===== config.mk =====
export PLATFORM = sky130hd
export DESIGN_NAME = uart_tx_framer
export DESIGN_NICKNAME = d
export VERILOG_FILES = /design/src/rtl/uart_tx_framer.sv
export SDC_FILE = /design/constraint.sdc
export NUM_CORES = 1
export LEC_CHECK = 0
export ABC_CLOCK_PERIOD_IN_PS = 3500
export CAP_MARGIN = 20
export CORE_MARGIN = 2
export CORE_UTILIZATION = 58
export DETAILED_ROUTE_END_ITERATION = 12
export GPL_ROUTABILITY_DRIVEN = 0
export HOLD_SLACK_MARGIN = 0.1
export PLACE_DENSITY = 0.89
export SLEW_MARGIN = 20
export SYNTH_ARGS = -nofsm -noshare
export SYNTH_HDL_FRONTEND = slang
export SYNTH_SLANG_ARGS = --single-unit

===== constraint.sdc =====
create_clock -name clk -period 3.5 [get_ports clk]
set_input_delay 0.7 -clock clk [delete_from_list [all_inputs] [get_ports clk]]
set_output_delay 0.7 -clock clk [all_outputs]
set_load 0.005 [all_outputs]

===== src/rtl/uart_tx_framer.sv =====
// UART transmitter: small byte FIFO feeding a start/data/parity/stop framer.
// Owns the shared baud counter's enable so each burst begins on a full bit period.
module uart_tx_framer #(
  parameter int DEPTH      = 4,
  parameter int PARITY_EN  = 0,
  parameter int PARITY_ODD = 0,
  parameter int STOP_BITS  = 1
) (
  input  logic       clk,
  input  logic       RST,
  input  logic [7:0] in_data,
  input  logic       in_valid,
  output logic       in_ready,
  input  logic       baud_strobe,
  output logic       baud_enable,
  output logic       tx,
  output logic       busy
);
  localparam int AW = $clog2(DEPTH);

  typedef enum logic [2:0] {IDLE, START, DATA, PARITY, STOP} state_t;

  state_t        state, state_n;
  logic [7:0]    mem [DEPTH];
  logic [AW-1:0] wr_ptr, rd_ptr;
  logic [AW:0]   count, count_n;
  logic [7:0]    shift, shift_n;
  logic [2:0]    bit_idx, bit_idx_n;
  logic          acc, acc_n;
  logic          stop_cnt, stop_cnt_n;
  logic          push, pop, full, empty;
  logic          tx_d, be_d, busy_d;

  assign full     = (count == (AW+1)'(DEPTH));
  assign empty    = (count == '0);
  assign in_ready = !full;
  assign push     = in_valid && !full;
  assign count_n  = count + (AW+1)'(push) - (AW+1)'(pop);

  always_ff @(posedge clk)
    if (push) mem[wr_ptr] <= in_data;

  // Framer state register; pointers are power-of-two sized so they wrap naturally.
  always_ff @(posedge clk or posedge RST) begin
    if (RST) begin
      state    <= IDLE;
      shift    <= '0;
      bit_idx  <= '0;
      acc      <= 1'b0;
      stop_cnt <= 1'b0;
      wr_ptr   <= '0;
      rd_ptr   <= '0;
      count    <= '0;
    end else begin
      state    <= state_n;
      shift    <= shift_n;
      bit_idx  <= bit_idx_n;
      acc      <= acc_n;
      stop_cnt <= stop_cnt_n;
      count    <= count_n;
      if (push) wr_ptr <= wr_ptr + 1'b1;
      if (pop)  rd_ptr <= rd_ptr + 1'b1;
    end
  end

  always_comb begin
    state_n    = state;
    shift_n    = shift;
    bit_idx_n  = bit_idx;
    acc_n      = acc;
    stop_cnt_n = stop_cnt;
    pop        = 1'b0;
    case (state)
      IDLE: if (!empty) begin
        pop       = 1'b1;
        shift_n   = mem[rd_ptr];
        bit_idx_n = '0;
        acc_n     = 1'b0;
        state_n   = START;
      end
      START: if (baud_strobe) state_n = DATA;
      DATA: if (baud_strobe) begin
        shift_n   = {1'b0, shift[7:1]};
        acc_n     = acc ^ shift[0];
        bit_idx_n = bit_idx + 3'd1;
        if (bit_idx == 3'd7) begin
          state_n    = (PARITY_EN != 0) ? PARITY : STOP;
          stop_cnt_n = 1'b0;
        end
      end
      PARITY: if (baud_strobe) begin
        state_n    = STOP;
        stop_cnt_n = 1'b0;
      end
      STOP: if (baud_strobe) begin
        if (STOP_BITS == 2 && !stop_cnt) begin
          stop_cnt_n = 1'b1;
        end else if (!empty) begin
          // back-to-back: reload and keep the baud counter running
          pop       = 1'b1;
          shift_n   = mem[rd_ptr];
          bit_idx_n = '0;
          acc_n     = 1'b0;
          state_n   = START;
        end else begin
          state_n = IDLE;
        end
      end
      default: state_n = IDLE;
    endcase
  end

  // Outputs are decoded from next-state values so the registers line up with state.
  always_comb begin
    be_d   = (state_n != IDLE);
    busy_d = (state_n != IDLE) || (count_n != '0);
    case (state_n)
      START:   tx_d = 1'b0;
      DATA:    tx_d = shift_n[0];
      PARITY:  tx_d = acc_n ^ (PARITY_ODD != 0);
      default: tx_d = 1'b1;
    endcase
  end

  always_ff @(posedge clk or posedge RST) begin
    if (RST) begin
      tx          <= 1'b1;
      baud_enable <= 1'b0;
      busy        <= 1'b0;
    end else begin
      tx          <= tx_d;
      baud_enable <= be_d;
      busy        <= busy_d;
    end
  end
endmodule


==> metrics.txt <==
top cell type's share of synthesized area 39.6%; post-layout min period 3.01 ns; hold buffers post-CTS 0; clk buf depth 2; Max-slew headroom 59.6%; Worst-Margin Slew 0.606 ns; Comb power frac 33.5%; crit path to busy; Final Max Tran Viols 0; RR Startpoint state[1]; vias per cell 5.79; num rows 23; Post-synth top flop edfxtp_1; Async SR Flop Fraction 43.9%; Storage cell area 1590 um^2; Power Density 855 nW/um^2; Die Wd 68.6 um; # diodes 0; Worst R2R Setup Slack 0.65 ns; Critical path origin baud_strobe; Synth area leader edfxtp_1; Placement Cell Area 2630 um^2; area of the core 4000 um^2; final setup vio count 0; Initial Utilization 60.6%; die area 4710 um^2; Avg Cell Area, Syn 15.4 um^2; status complete, no violations; Worst IR Drop VDD 0.390 mV; post-synth net total 178; final WL 4230 um; sequential power share 46.3%; crit share post-route 86.0%; largest net degree at the start of global routing 26; IO Count 16; Cells after Synth 157; First-pass DRT Iterations 4; post-synthesis cell type count 36; synthesis-to-finish area growth 15.4%; unrepaired setup endpoints after global routing false; synth warn 0; total of cells resized after clock tree synthesis 0; CP Max Fanout 10; fin area 2800 um^2; critical path capture point type register; Avg WL per Cell 17.9 um; synth top area cells edfxtp_1, dfrtp_1, mux4_2; number of global-route vias before repair 1447; nets@finish 202; area of the multi-input gates 777 um^2; GRT overflow 0; CP Data Arrival Time 3.21 ns; worst hold slack 0.490 ns; Clock Skews 0.00449 ns; Clk Latency, worst-skew pair 0.33 ns; Fillers 252; most common cell after layout, fill and taps aside edfxtp_1; CTS H-tree lvls 3; final hold viol count 0; initial antenna violation count 0; WS Path Type in2reg; synthesized cell area 2420 um^2; share of cells above drive strength 1 16.1%; Buffers on Ports 15; detailed placement HPWL 2840 um; clock power share 20.2%; first-pass GRT wire length 6740 um; Seq/Total Area, Yosys 65.5%; Max-Cap Viols 0; post-CTS setup buffers 0; R2R Path End busy; Data required, critical path 3.70 ns; CTS tree done; Final ANT Viol Nets 0; drt drc 0; TritonCTS Sinks 57; GR Util All Layers 21.1%; CTS clock-pin slew for the worst setup and hold paths 0.06 ns; Vias 1366; Worst Reg-to-Reg Cells 11; sw power 0.796 mW; Int Power 1.60 mW; Yosys reg bits 57; die extent in y 68.6 um; hold crit path type reg2reg; clk root buf clkbuf_8; 1st-iter DRT viols 147; switching share of power 33.3%; Num CTS Buffers 9; most frequent cells in the layout edfxtp_1, dfrtp_1, clkdlybuf4s50_1; Post-synth EDFFs 32; Peak Freq 332 MHz; Pleak 1.13 nW; setup TNS 0 ns; CP startpoint kind primary input
==> worst min path at each step <==
| stage | startpoint | to | slack [ns] | cells after the start |
|---|---|---|---|---|
| 2_1_floorplan | acc | acc | 0.43 | 1 |
| 3_3_place_gp | acc | acc | 0.45 | 1 |
| 3_5_place_dp | shift[3] | shift[3] | 0.47 | 1 |
| 4_1_cts | shift[4] | shift[4] | 0.49 | 1 |
| 5_1_grt | shift[1] | shift[1] | 0.50 | 1 |
| 6_report | shift[1] | shift[1] | 0.49 | 1 |
==> state kept, by name (all words and copies together), names as in the netlist, 2 cells and up <==
register and flops:
mem 32, count 3, wr_ptr 2, shift 8, bit_idx 3, state 3, rd_ptr 2
==> cell type report <==
class,count,area share [%]
Sequential cell,57,56.8
Multi-Input combinational cell,86,27.8
Timing Repair Buffer,18,6.44
Clock buffer,11,4.70
Tap cell,50,2.24
Inverter,9,1.30
Clock inverter,5,0.805
==> power groups by stage <==
stage               logic [mW]  clock network, mW  registers (mW)
finish                   0.801              0.484            1.11
global placement         0.732                  0            1.09
global route             0.882              0.527            1.13
CTS                      0.804              0.491            1.11
floorplan                0.652                  0            1.03
detailed placement       0.798                  0            1.12
==> metrics by stage <==
step / power (mW) / instances / utilization, % / setup slack, ns
final: 2.39 / 236 / 69.9 / 0.490
after detailed placement: 1.91 / 219 / 65.7 / 0.163
after CTS: 2.40 / 235 / 69.6 / 0.491
after floorplan: 1.68 / 157 / - / 0.786
after global routing: 2.54 / 236 / 69.9 / 0.306
after global placement: 1.83 / 219 / 65.7 / 0.265
==> worst max-delay path, cell delays in order <==
cell,delay [ns]
clkdlybuf4s50_1,0.49
nand2b_1,0.16
nand3_4,0.12
inv_4,0.13
ha_1,0.24
inv_1,0.05
ha_1,0.13
inv_1,0.05
fa_1,0.37
xnor2_1,0.15
xnor2_1,0.15
or4_1,0.47
==> per-layer routing <==
layer | share of wire [%] | vias up | track usage, %
met5 | 0 | - | 0
met4 | 2.7 | 0 | 13.8
met3 | 4.6 | 13 | 6.82
met2 | 50 | 42 | 32.8
met1 | 42 | 679 | 25.3
li1 | - | 632 | -
==> cells in the mapped netlist (2+ instances only) <==
| library cell | count |
|---|---|
| edfxtp_1 | 32 |
| dfrtp_1 | 24 |
| a22o_1 | 8 |
| ha_1 | 8 |
| inv_1 | 8 |
| mux4_2 | 8 |
| nand2_1 | 8 |
| a21o_1 | 6 |
| nor2_1 | 6 |
| o21ai_0 | 6 |
| xnor2_1 | 5 |
| and3_1 | 4 |
| nor2b_1 | 4 |
| buf_2 | 3 |
| a21boi_1 | 2 |
| a21oi_1 | 2 |
| clkbuf_1 | 2 |
| nand2b_1 | 2 |
| nand3b_1 | 2 |
==> cell families (layout without fill, tap and decap cells) <==
group                      Yosys count  in the layout  share of synthesized area (%)
xor gates and xnor gates             5              5                           1.81
DFF                                 57             57                           65.5
and+or+nand+nor                     35             35                           8.93
AOI/OAI and AO/OA                   28             28                           8.47
muxes                                9              9                           7.90
adders and majority gates            9              9                           4.96
buffers and inverters               14             43                           2.43
Note: power is estimated with default switching activity, not from simulation.
==> patch 1, RTL diff (same flow settings) <==
Reset style: synchronous (`RST`), changed in 2 clocked blocks.
--- a/src/rtl/uart_tx_framer.sv
+++ b/src/rtl/uart_tx_framer.sv
@@ -41,7 +41,7 @@
     if (push) mem[wr_ptr] <= in_data;
 
   // Framer state register; pointers are power-of-two sized so they wrap naturally.
-  always_ff @(posedge clk or posedge RST) begin
+  always_ff @(posedge clk) begin
     if (RST) begin
       state    <= IDLE;
       shift    <= '0;
@@ -122,7 +122,7 @@
     endcase
   end
 
-  always_ff @(posedge clk or posedge RST) begin
+  always_ff @(posedge clk) begin
     if (RST) begin
       tx          <= 1'b1;
       baud_enable <= 1'b0;
Formal check against the unedited RTL: differs if RST is asserted again (counterexample within 4 cycles, from zero or initial values and one cycle with RST high); with RST held inactive, the same outputs for 10 cycles.
==> patch 1 against the original RTL <==
Register-to-register slack lost 0.14 ns; cell area increased by 0.63%; combinational power shrank 26%; critical path depth is 1 lower; power is 10% lower; sequential cell count up 2; wire length down 1.8%; setup slack got worse by 0.13 ns; area after synthesis shrank 0.21%; critical path type unchanged; largest cell class unchanged; largest power group unchanged.
==> patch 1: results (changes against the original RTL) <==
Status
  – Outcome: completed (unchanged)

Synth
  – EDFF count, synth: 32 (unchanged)
  – Number of distinct library cells after synthesis: 43 (was 36)
  – Async SR Flop Fraction: 0 (was 0.439)
  – Synth cell count leaders: edfxtp_1, dfxtp_1, nor2_1, nor2b_1 (was edfxtp_1, dfrtp_1)
  – Seq/Total Area, Yosys: 0.621 (was 0.655)
  – Post-Syn Instances: 174 (was 157)
  – Syn nets: 195 (was 178)
  – Main area contributors after synthesis: edfxtp_1, dfxtp_1, mux4_2 (was edfxtp_1, dfrtp_1, mux4_2)

Critical path
  – Worst path max stage delay: 0.53 ns (was 0.49 ns)
  – Worst Path Arrival: 3.34 ns (was 3.21 ns)
  – Largest delay share family, worst path: adder cells (was simple AND/OR/NAND/NOR gates)
  – Slowest-stage cell, CP: or4_1 (was clkdlybuf4s50_1)
  – CP Max Fanout: 5 (was 10)

Global routing
  – Largest net degree at the start of global routing: 22 (was 26)
  – Initial antenna violation count: 0 (unchanged)
  – GRT Resource Usage Total: 0.213 (was 0.211)
  – Met3 usage: 0.0666 (was 0.0682)
  – GRT met1 Usage: 0.226 (was 0.253)
  – Vias in the first global route: 1517 (was 1447)
  – Met2 usage: 0.357 (was 0.328)
  – First-pass GRT wire length: 6760 microns (was 6740 microns)

Final layout
  – Share of cells above drive strength 1: 0.158 (was 0.161)
  – Largest registers: mem x32, shift x8 (unchanged)
  – Final #Nets: 218 (was 202)
  – Post-Layout Cell Count: 252 (was 236)
  – Diode count: 0 (unchanged)

Drt
  – Top Layer Used: met4 (unchanged)
  – WL met2: 2210 microns (was 2130 microns)
  – Avg WL per Cell: 16.5 microns (was 17.9 microns)
  – Met3 WL post-DR: 151 microns (was 193 microns)
  – M1 wire length: 1690 microns (was 1790 microns)
  – DR iter-0 viols: 90 (was 147)
  – Routed via count: 1459 (was 1366)

Timing
  – Worst Tran Pin Value: 0.740 ns (was 0.606 ns)
  – Clock skew: 0.00602 ns (was 0.00449 ns)

Power
  – Worst VDD drop: 454 uV (was 390 uV)
  – Leak Pwr: 1.03 nW (was 1.13 nW)

Placed design
  – Placed Instances: 236 (was 219)
  – Detail Placement HPWL: 2970 microns (was 2840 microns)

Clock network
  – Clk slew on worst S/H paths: 0.06 ns (about the same)
  – Cts bufs inserted: 9 (unchanged)
  – Post-cts sizing count: 0 (unchanged)
  – Clk root buf: clkbuf_8 (unchanged)
  – CTS H-tree lvls: 3 (unchanged)

Worst hold path
  – Hold Crit Class: flop to flop (unchanged)
[patch 1: kinds of logic after synthesis]
family,after synthesis,synth area share
buf+inv,15,0.0248
mux,10,0.0828
flops,59,0.621
fa+ha+maj,9,0.0497
xor+xnor,5,0.0181
simple gates,51,0.127
compound gates,25,0.0771
[patch 1: worst reg2reg max path: cells and delay by family, from the launching register on]
| family | cells | cell delay (ns) |
|---|---|---|
| flip-flops | 1 | 0.42 |
| AND/OR/NAND/NOR | 4 | 1.27 |
| adder cells (fa/ha/maj) | 3 | 0.68 |
| XOR/XNOR | 2 | 0.35 |
| buffers and inverters | 2 | 0.13 |
[patch 1: final cells by class]
| class | count | area, sq um |
|---|---|---|
| clock buffers | 10 | 128 |
| clock inverters | 6 | 56.3 |
| inverters | 8 | 30.0 |
| multi-input cells | 100 | 857 |
| well taps | 50 | 62.6 |
| flip-flops and latches | 59 | 1500 |
| repair buffers | 19 | 180 |
| fillers | 260 | 1180 |
[patch 1: per-stage QoR]
stage / area (sq um) / worst slack (ns) / utilization / power (mW)
final: 2820 / 0.360 / 0.704 / 2.15
after global routing: 2820 / 0.229 / 0.704 / 2.27
after CTS: 2820 / 0.363 / 0.704 / 2.16
after detailed placement: 2630 / 0.0108 / 0.658 / 1.59
after global placement: 2630 / 0.196 / 0.658 / 1.54
after floorplan: 2420 / 0.573 / - / 1.40
[patch 1: report_power, final]
group	switching [mW]	internal (mW)
Combinational	0.276	0.319
Sequential	0.111	0.875
Clock	0.242	0.322
[patch 1: final timing paths]
path,startpoint,cells after the start,to,slack (ns)
setup / recovery,in_valid,11,busy,0.36
setup reg to reg,count[2],11,busy,0.51
hold / removal,shift[6],1,shift[5],0.49
hold reg to reg,shift[6],1,shift[5],0.49
==> patch 2, RTL diff (same settings) <==
Made on the original files. The parameter `PARITY_EN` goes from 0 to 1.
--- a/src/rtl/uart_tx_framer.sv
+++ b/src/rtl/uart_tx_framer.sv
@@ -2,7 +2,7 @@
 // Owns the shared baud counter's enable so each burst begins on a full bit period.
 module uart_tx_framer #(
   parameter int DEPTH      = 4,
-  parameter int PARITY_EN  = 0,
+  parameter int PARITY_EN  = 1,
   parameter int PARITY_ODD = 0,
   parameter int STOP_BITS  = 1
 ) (
Formal check against the unedited RTL: no difference found for any inputs over 10 cycles, from zero or initial values and one cycle with RST high; that may be too few to reach the edited logic, so the function may still have changed.
==> patch 2 against the original RTL <==
Cell area up 3.6%; count of clock-buffer cells in the layout up 2; setup slack better by 0.082 ns; wire length up 2.3%; area after synthesis up 4.5%; power up 9.2%; final cell count up 0.42%; sequential share of layout area down 2.0 points; sequential cell count unchanged; hold slack better by 0.0088 ns; critical path type unchanged; largest cell class unchanged; highest routed layer unchanged.
==> patch 2: results (changes against the original RTL) <==
Global routing
  – Met3 usage: 0.0823 (was 0.0682)
  – GRT met1 Usage: 0.238 (was 0.253)
  – First-pass GRT wire length: 7180 microns (was 6740 microns)
  – Met2 usage: 0.319 (was 0.328)
  – GRT Resource Usage Total: 0.202 (was 0.211)
  – Vias in the first global route: 1508 (was 1447)

Synth
  – Post-Synth XOR/XNOR Area: 0.0173 (was 0.0181)
  – Post-Syn Instances: 160 (was 157)
  – Seq/Total Area, Yosys: 0.627 (was 0.655)
  – Syn nets: 181 (was 178)
  – Number of distinct library cells after synthesis: 48 (was 36)
  – Main combinational cell family by area after synthesis: compound AO/OA/AOI/OAI gates (was simple AND/OR/NAND/NOR gates)
  – Synth cell count leaders: edfxtp_1, dfrtp_1, inv_1, ha_1, mux4_2 (was edfxtp_1, dfrtp_1)
  – Async SR Flop Fraction: 0.439 (unchanged)
  – Post-Synth Adder-Cell Area: 0.0474 (was 0.0496)
  – Main area contributors after synthesis: edfxtp_1, dfrtp_1, mux4_2 (unchanged)
  – Compound-Gate Fraction of Synth Area: 0.109 (was 0.0847)

Timing
  – Worst Tran Pin Value: 0.890 ns (was 0.606 ns)
  – Clock skew: 0.00659 ns (was 0.00449 ns)

Final layout
  – Share of cells above drive strength 1: 0.232 (was 0.161)
  – Final #Nets: 201 (was 202)
  – Post-Layout Cell Count: 237 (was 236)
  – Fill cell count: 286 (was 252)

Placed design
  – Placed Instances: 221 (was 219)
  – Placed Area: 2710 sq um (was 2630 sq um)

Critical path
  – Worst path max stage delay: 0.52 ns (was 0.49 ns)
  – CP Launch Point: in_valid (was baud_strobe)
  – Worst Path Arrival: 3.13 ns (was 3.21 ns)
  – Worst R2R Start: state[2] (was state[1])

Drt
  – Drt total wl: 4320 microns (was 4230 microns)
  – M1 wire length: 1820 microns (was 1790 microns)
  – WL met2: 2210 microns (was 2130 microns)

Clock network
  – Post-CTS Setup Inserts: 0 (unchanged)

Power
  – Sw Ratio: 0.325 (was 0.333)
  – Leak Pwr: 1.16 nW (was 1.13 nW)
  – Worst VDD drop: 460 uV (was 390 uV)

Worst hold path
  – Hold Path Origin: shift[4] (was shift[1])

Status
  – Outcome: completed (unchanged)
## patch 2: changes by cell type after synthesis, moves of 2 or more
cell,unedited run,this run
mux2i_1,0,2
a21o_1,6,1
a22o_2,0,2
nor2_1,6,4
nor2_4,0,2
a21boi_1,2,0
a211oi_1,0,2
buf_6,0,2
a21o_2,0,7
nand2_1,8,3
o21ai_0,6,1
## patch 2: worst paths after layout
kind | end | slack, ns | cells past startpoint
setup / recovery | busy | 0.57 | 11
hold / removal | shift[4] | 0.50 | 1
setup reg to reg | busy | 0.78 | 10
hold reg to reg | shift[4] | 0.50 | 1
min in group asynchronous | shift[7] | 0.75 | 2
max in group asynchronous | shift[2] | 2.33 | 2
## patch 2: power by group through the flow
stage / Combinational [mW] / Clock [mW] / Sequential (mW)
final: 0.881 / 0.587 / 1.14
after CTS: 0.888 / 0.597 / 1.14
after detailed placement: 0.883 / 0 / 1.16
after floorplan: 0.793 / 0 / 1.03
after global routing: 0.974 / 0.627 / 1.17
after global placement: 0.820 / 0 / 1.13
## patch 2: metrics by stage
step / setup WS (ns) / util / hold slack [ns] / power, mW
6_report: 0.572 / 0.675 / 0.498 / 2.61
5_1_grt: 0.430 / 0.675 / 0.507 / 2.77
4_1_cts: 0.586 / 0.675 / 0.497 / 2.63
3_5_place_dp: 0.220 / 0.631 / 0.482 / 2.04
3_3_place_gp: 0.322 / 0.631 / 0.468 / 1.95
2_1_floorplan: 0.613 / - / 0.457 / 1.82
## patch 2: final cells by class
| cell class | instances | share of cell area |
|---|---|---|
| inverter | 9 | 0.0117 |
| clock inverter | 3 | 0.0138 |
| multi-input combinational | 85 | 0.293 |
| sequential | 57 | 0.548 |
| timing repair buffer | 18 | 0.0596 |
| clock buffer | 13 | 0.0514 |
| tap | 52 | 0.0224 |
